==> config.mk <==
export PLATFORM = sky130hd
export DESIGN_NAME = pattern_fsm
export DESIGN_NICKNAME = d
export VERILOG_FILES = /design/src/rtl/pattern_fsm.sv
export SDC_FILE = /design/constraint.sdc
export NUM_CORES = 1
export LEC_CHECK = 0
export ABC_AREA = 1
export BUFFER_PORTS_ARGS = -buffer_cell sky130_fd_sc_hd__buf_2
export CAP_MARGIN = 40
export CORE_ASPECT_RATIO = 1.2
export CORE_MARGIN = 3
export CORE_UTILIZATION = 29
export DETAILED_ROUTE_END_ITERATION = 7
export PLACE_DENSITY = 0.53
export SETUP_SLACK_MARGIN = 0.02
export SYNTH_ARGS = -nofsm -noshare
export SYNTH_HDL_FRONTEND = slang
export SYNTH_SLANG_ARGS = --single-unit
==> constraint.sdc <==
create_clock -name clock -period 1.6 [get_ports clock]
set_input_delay 0.16 -clock clock [delete_from_list [all_inputs] [get_ports clock]]
set_output_delay 0.16 -clock clock [all_outputs]
set_load 0.05 [all_outputs]
==> src/rtl/pattern_fsm.sv <==
// Serial pattern detector: matches the last PAT_W accepted bits against a loaded pattern.
// Optional per-bit don't-care mask is enabled by defining PATTERN_FSM_MASK_EN.
module pattern_fsm #(
  parameter int PAT_W = 4,
  parameter int CNT_W = 8
) (
  input  logic             clock,
  input  logic             reset_b,
  input  logic             in,
  input  logic             in_valid,
  input  logic [PAT_W-1:0] pattern,
`ifdef PATTERN_FSM_MASK_EN
  input  logic [PAT_W-1:0] mask,
`endif
  input  logic             pat_load,
  input  logic             overlap,
  input  logic             clr_count,
  output logic             out,
  output logic [CNT_W-1:0] match_count,
  output logic             count_sat,
  output logic             armed
);

  localparam int FILL_W = $clog2(PAT_W + 1);
  localparam logic [FILL_W-1:0] FILL_ZERO = {FILL_W{1'b0}};
  localparam logic [FILL_W-1:0] FILL_ONE  = FILL_W'(1);
  localparam logic [FILL_W-1:0] FILL_FULL = FILL_W'(PAT_W);
  localparam logic [FILL_W-1:0] FILL_LAST = FILL_W'(PAT_W - 1);
  localparam logic [PAT_W-1:0]  PAT_ZERO  = {PAT_W{1'b0}};
  localparam logic [PAT_W-1:0]  PAT_ONES  = {PAT_W{1'b1}};
  localparam logic [CNT_W-1:0]  CNT_ZERO  = {CNT_W{1'b0}};
  localparam logic [CNT_W-1:0]  CNT_ONE   = CNT_W'(1);
  localparam logic [CNT_W-1:0]  CNT_MAX   = {CNT_W{1'b1}};
  localparam logic [CNT_W-1:0]  CNT_PEN   = CNT_MAX - CNT_ONE;

  typedef enum logic [1:0] {
    S_IDLE = 2'd0,
    S_FILL = 2'd1,
    S_RUN  = 2'd2
  } state_e;

  state_e             state_q, state_d;
  logic [PAT_W-1:0]   pat_q, pat_d;
  logic [PAT_W-1:0]   win_q, win_d;
  logic [FILL_W-1:0]  fill_q, fill_d;
  logic [FILL_W-1:0]  fill_inc_s;
  logic [PAT_W-1:0]   mask_s;
  logic [PAT_W-1:0]   shift_s;
  logic               accept_s;
  logic               hit_s;
  logic               out_q, out_d;
  logic [CNT_W-1:0]   cnt_q, cnt_d;
  logic               sat_q, sat_d;
  logic               armed_q, armed_d;

  // A zero mask bit makes that window position a don't-care.
  function automatic logic window_hit(input logic [PAT_W-1:0] win,
                                      input logic [PAT_W-1:0] pat,
                                      input logic [PAT_W-1:0] msk);
    return ((win ^ pat) & msk) == PAT_ZERO;
  endfunction

`ifdef PATTERN_FSM_MASK_EN
  logic [PAT_W-1:0] mask_q, mask_d;
  assign mask_s = mask_q;
`else
  assign mask_s = PAT_ONES;
`endif

  // A load cycle swallows any coincident bit, so no match can occur on it.
  assign shift_s    = {win_q[PAT_W-2:0], in};
  assign accept_s   = in_valid & ~pat_load & (state_q != S_IDLE);
  assign hit_s      = accept_s & (fill_q >= FILL_LAST) & window_hit(shift_s, pat_q, mask_s);
  assign fill_inc_s = (fill_q == FILL_FULL) ? fill_q : (fill_q + FILL_ONE);

  // State and output registers
  always_ff @(posedge clock or negedge reset_b) begin
    if (!reset_b) begin
      state_q <= S_IDLE;
      pat_q   <= PAT_ZERO;
      win_q   <= PAT_ZERO;
      fill_q  <= FILL_ZERO;
      out_q   <= 1'b0;
      cnt_q   <= CNT_ZERO;
      sat_q   <= 1'b0;
      armed_q <= 1'b0;
`ifdef PATTERN_FSM_MASK_EN
      mask_q  <= PAT_ONES;
`endif
    end else begin
      state_q <= state_d;
      pat_q   <= pat_d;
      win_q   <= win_d;
      fill_q  <= fill_d;
      out_q   <= out_d;
      cnt_q   <= cnt_d;
      sat_q   <= sat_d;
      armed_q <= armed_d;
`ifdef PATTERN_FSM_MASK_EN
      mask_q  <= mask_d;
`endif
    end
  end

  // Next-state: load restarts the window; a non-overlapping match restarts it too
  always_comb begin
    state_d = state_q;
    pat_d   = pat_q;
    win_d   = win_q;
    fill_d  = fill_q;
`ifdef PATTERN_FSM_MASK_EN
    mask_d  = mask_q;
`endif
    if (pat_load) begin
      state_d = S_FILL;
      pat_d   = pattern;
      win_d   = PAT_ZERO;
      fill_d  = FILL_ZERO;
`ifdef PATTERN_FSM_MASK_EN
      mask_d  = mask;
`endif
    end else if (accept_s) begin
      if (hit_s && !overlap) begin
        state_d = S_FILL;
        win_d   = PAT_ZERO;
        fill_d  = FILL_ZERO;
      end else begin
        win_d   = shift_s;
        fill_d  = fill_inc_s;
        state_d = (fill_inc_s == FILL_FULL) ? S_RUN : S_FILL;
      end
    end else begin
      state_d = state_q;
    end
  end

  // Outputs: a clear coinciding with a match leaves that match counted
  always_comb begin
    out_d   = hit_s;
    armed_d = (state_d != S_IDLE);
    cnt_d   = cnt_q;
    sat_d   = sat_q;
    if (clr_count) begin
      cnt_d = hit_s ? CNT_ONE : CNT_ZERO;
      sat_d = 1'b0;
    end else if (hit_s && (cnt_q != CNT_MAX)) begin
      cnt_d = cnt_q + CNT_ONE;
      sat_d = (cnt_q == CNT_PEN);
    end else begin
      cnt_d = cnt_q;
      sat_d = sat_q;
    end
  end

  assign out         = out_q;
  assign match_count = cnt_q;
  assign count_sat   = sat_q;
  assign armed       = armed_q;

endmodule

---- After elaboration in Yosys (flattened, before gate mapping) ----
Cells that the tools add are included.
cells by class
  add/subtract/negate cells ............... 2
  magnitude comparators ................... 1
  equality and inequality tests ........... 4
  muxes and demuxes ....................... 16
  bitwise gates (word level) .............. 6
  reduce and logical (&&, ||, !) cells .... 8
operator list
  kind                   number
  $mux W3                7
  $mux W8                2
  $add A8 B1 Y8 const B  1
  $eq A8 B8 Y1 const B   1
  $mux W2                4
  $ne A8 B8 Y1 const B   1
  $reduce_bool A2 Y1     4
  $eq A3 B3 Y1 const B   2
  $and A1 B1 Y1          4
  $logic_not A4 Y1       1
  $xor A4 B4 Y4          1
  $add A3 B1 Y3 const B  1
  $ge A3 B2 Y1 const B   1
  $mux W1                3
  $logic_and A1 B1 Y1    2
  $logic_not A1 Y1       1
  $not A1 Y1             1
storage, ports and cells
  register bits after elaboration ......... 23
  output and inout bits ................... 11
  word-level logic and storage cells ...... 45

---- Logic depth before layout (Yosys ltp) ----
  depth in word-level cells ............... 10
  mapped depth ............................ 10
  depth with buffers taken out ............ 10

---- Worst setup path before layout ----
OpenSTA, ideal clock, no wires.
  path type ............................... reg2reg
  from .................................... register cnt_q[1] (netlist: match_count[1])
  to ...................................... register cnt_q[6] (netlist: match_count[6])
  data arrival time ....................... 1.567 ns
  setup slack ............................. -0.086 ns
  cell stages (with the launch flop) ...... 9
  clock period less this slack ............ 1.686 ns
  cells stage by stage .................... dfrtp_1 -> ha_1 -> nand2_1 -> nor2_1 -> inv_2 -> nand3_4 -> nand2_4 -> nand2_1 -> nand2_1
on the way
  word-level cells in the longest chain between the ends .. 3
  elaborated cells on any way between the ends .. 6
  classes of those cells .................. add/sub (1); eq/ne (1); mux (2); reduce/logical (2)
RTL lines
  element                                                RTL line  RTL
  start, declared                                        52        logic [CNT_W-1:0] cnt_q, cnt_d;
  start signal, assigned                                 96        cnt_q <= cnt_d;
  $add A8 B1 Y8 / $ne A8 B8 Y1 (equally long branches)   147, 146
  $mux W8 / $logic_and A1 B1 Y1 (equally long branches)  146       end else if (hit_s && (cnt_q != CNT_MAX)) begin
  $mux W8 / $reduce_bool A2 Y1 (equally long branches)   --
Parallel ways exist; a longest one is shown, timed or not. The select of a mux whose other input is x is not followed.
A chain may end at the register's enable or synchronous reset.

---- Worst setup path after layout ----
  from .................................... register fill_q[1]
  to ...................................... register cnt_q[7] (netlist: match_count[7])
on the way
  word-level cells in the longest chain between the ends .. 5
RTL lines
  element                       RTL line  RTL
  start, declared               45        logic [FILL_W-1:0] fill_q, fill_d;
  start signal, assigned        94        fill_q <= fill_d;
  $ge A3 B2 Y1                  73        assign hit_s = accept_s & (fill_q >= FILL_LAST) & window_hit(shift_s, pat_q, mask_s);
  $and A1 B1 Y1 (2 in a row)    73
  $logic_and A1 B1 Y1           146
  $reduce_bool A2 Y1 (no line)  --
No other way between the ends.

==> PnR_summary.wiki <==
{| class="wikitable"
! Metric !! Value
|-
| Largest net degree at the start of global routing || 24
|-
| Number of design rule violations left after detail routing || 0
|-
| Period Utilization, post-route || 0.950
|-
| Nets in the synthesized netlist || 180
|-
| Overall routed net length || 2870 um
|-
| Clock insertion delay at the later pin of the skew report || 0.27 ns
|-
| Fraction of final layout cells with drive strength greater than 1 || 0.304
|-
| Count of TritonRoute iterations in the first routing pass || 4
|-
| Number of buffers inserted during clock tree synthesis || 3
|-
| H-tree lvl count || 1
|-
| Leak Pwr || 0.000847 uW
|-
| Initial antenna violation count || 0
|-
| Critical path cell sequence || ha_2 -> ha_4 -> nor2_2 -> nand2_1 -> nand2_2 -> nor2_4 -> nand3_4 -> nand2_4 -> nand2_2 -> nand2_1
|-
| Count of cells along the worst register-to-register path || 10
|-
| Clock tree from TritonCTS || yes
|-
| Final critical path time including I/O delays and setup || 1.52 ns
|-
| Yosys warning total || 0
|-
| Worst Tran Pin Value || 0.528 ns
|-
| # diodes || 0
|-
| Kind of end point of the critical path || flop
|-
| Number of input and output port buffers inserted || 21
|-
| Setup repair after global routing missed its margin || true
|-
| CP required || 1.81 ns
|-
| Routability congestion estimate from global placement || 0.855
|-
| Via count of the first global-routing pass || 1075
|-
| Initial cell density of the core || 0.305
|-
| Start-to-end type of the worst setup path || reg2reg
|-
| Synthesized area || 1320 um2
|-
| First-pass GRT wire length || 4750 um
|-
| Final count of pins violating max slew || 0
|-
| Slowest CP cell || dfrtp_1
|-
| CP startpoint kind || flop
|-
| Path class of the lowest-slack min-delay path || in2reg
|-
| Share of synthesized flip-flops with an asynchronous set or reset || 1.00
|-
| Timing-limited maximum frequency || 658 MHz
|-
| X dimension of the die || 67.6 um
|-
| Final critical-path setup slack || 0.0796 ns
|-
| Site row count || 26
|-
| Clock tree sinks || 23
|-
| Chip Height || 79.9 um
|-
| Setup Viol. Count Final || 0
|-
| Iteration-0 DRC Markers || 56
|-
| DP Worst Slack || 0.0770 ns
|-
| Power Dens Cells || 729 nW/um2
|-
| Total global routing track utilization || 0.117
|-
| Clock root buffer || clkbuf_8
|-
| Number of enable-type register cells in the synthesized netlist || 0
|-
| Run status || completed
|-
| Clock slew at the register clock pins of the worst setup and hold paths || 0.09 ns
|-
| Core Util, Final || 0.382
|-
| Final Hold Viols || 0
|-
| Area Growth Syn to Fin || 25.1%
|-
| Predominant post-synthesis flop cell || dfrtp_1
|-
| Total number of vias || 1153
|-
| Slew Limit Headroom || 0.648
|-
| Cell count after synthesis || 164
|-
| Mean area per synthesized cell || 8.05 um2
|-
| Core box area || 4330 um2
|-
| Dpl hpwl || 2050 um
|-
| DIE AREA || 5400 um2
|-
| Ports || 22
|-
| Number of vias per cell after detailed routing || 4.61
|-
| Post-route ant nets || 0
|-
| Peak supply drop || 475 uV
|-
| Flop and latch count out of synthesis || 23
|-
| Delay of the slowest cell on the worst path || 0.38 ns
|-
| Mean routed wirelength per cell || 11.5 um
|-
| Max-cap check violation count || 0
|-
| Final worst clock skew || 0.00409 ns
|-
| Global route total overflow || 0
|-
| Total power after layout || 1200 uW
|-
| Number of distinct standard cells referenced by the synthesized netlist || 26
|-
| Maximum clock path buffer count || 2
|-
| Post-synthesis sequential area ratio || 0.436
|-
| Maximum fanout along the worst path || 6
|-
| Arrival time of the worst setup path || 1.73 ns
|-
| Total number of nets in the final design || 211
|-
| Number of stages on the worst hold path || 3
|}
-- sequential cells by signal (all words and copies together), names as in the netlist --
register / flops
count_sat: 1
out: 1
armed: 1
win_q: 3
match_count: 8
pat_q: 4
fill_q: 3
state_q: 2
-- synthesized netlist by cell type (2+ instances only) --
cell | instances | share of area
dfrtp_1 | 23 | 0.44
ha_1 | 5 | 0.047
inv_1 | 20 | 0.057
nand2_1 | 46 | 0.13
nand2_4 | 3 | 0.026
nand3_1 | 21 | 0.080
nand4_1 | 2 | 0.0095
nor2_1 | 13 | 0.037
o21ai_0 | 2 | 0.0076
o21ai_1 | 6 | 0.023
xor2_1 | 8 | 0.053
-- cell type report --
type / instances / area, um2
fillers: 460 / 2680
multi-input cells: 117 / 712
flip-flops and latches: 23 / 579
repair buffers: 28 / 160
inverters: 22 / 83.8
well taps: 56 / 70.1
clock buffers: 3 / 41.3
clock inverters: 1 / 5.00
-- report_power, final --
part | internal (uW) | total (uW) | switching [uW] | leakage (uW)
clock network | 174 | 371 | 197 | 0.0000255
registers | 608 | 628 | 20.1 | 0.000296
logic | 72.6 | 205 | 132 | 0.000526
total | 855 | 1200 | 350 | 0.000847
-- layout by cell type, fill, tap and decap left out --
cell type / n
nand2_1: 39
xor2_2: 1
ha_2: 1
buf_4: 6
nand3_1: 20
a21oi_1: 1
nor3_1: 1
nand3_4: 2
dlygate4sd3_1: 1
nand3_2: 2
nor2_4: 1
dfrtp_2: 3
o21ai_1: 6
ha_4: 1
o21bai_1: 1
nand2_4: 3
inv_1: 20
clkinv_2: 2
clkbuf_8: 3
dfrtp_1: 20
nor2_8: 1
nor2_2: 3
o21ai_0: 2
xor2_1: 7
nand4_1: 2
nor2_1: 10
buf_2: 21
or2_0: 1
nand2_2: 8
or4_1: 1
ha_1: 3
inv_2: 1
-- through the flow --
stage / cell area (um2) / setup TNS (ns) / instances / hold slack (ns)
4_1_cts: 1570 / 0 / 248 / 0.0878
5_1_grt: 1650 / -0.326 / 250 / 0.0912
2_1_floorplan: 1320 / 0 / 164 / -0.136
6_report: 1650 / 0 / 250 / 0.0922
3_5_place_dp: 1520 / 0 / 243 / 0.182
3_3_place_gp: 1520 / 0 / 243 / 0.178
-- kinds of logic after synthesis --
group           after synthesis  synth area share
compound gates               10            0.0398
xor+xnor                      8            0.0531
fa+ha+maj                     5            0.0474
buf+inv                      25            0.0777
flops                        23             0.436
simple gates                 93             0.346
-- worst max-delay path: cells and delay by family, from the launching register on --
family / cells / cell delay, ns
adders and majority gates: 2 / 0.32
and+or+nand+nor: 8 / 0.76
DFF: 1 / 0.38
-- final timing paths --
path                       startpoint              to  slack, ns
max                         fill_q[1]  match_count[7]       0.08
min reg2reg                state_q[0]           armed       0.50
min in group asynchronous     reset_b  match_count[2]       0.39
max in group asynchronous     reset_b  match_count[1]       0.82
min                        pattern[3]        pat_q[3]       0.09
max reg2reg                 fill_q[1]  match_count[7]       0.08
-- per-layer routing --
layer,up-vias,track usage,share of wire
li1,576,-,-
met1,540,0.150,0.45
met2,32,0.182,0.47
met3,5,0.0197,0.055
met4,0,0.0649,0.023
met5,-,0,0
-- repair_timing --
action	4_1_cts	5_1_grt
setup endpoints to repair	0	14
resized for setup	0	16
hold buffers	1	0
buffers inserted	0	1
endpoints found under the hold margin	23	0
No activity file was read; power rests on OpenSTA's default activity.
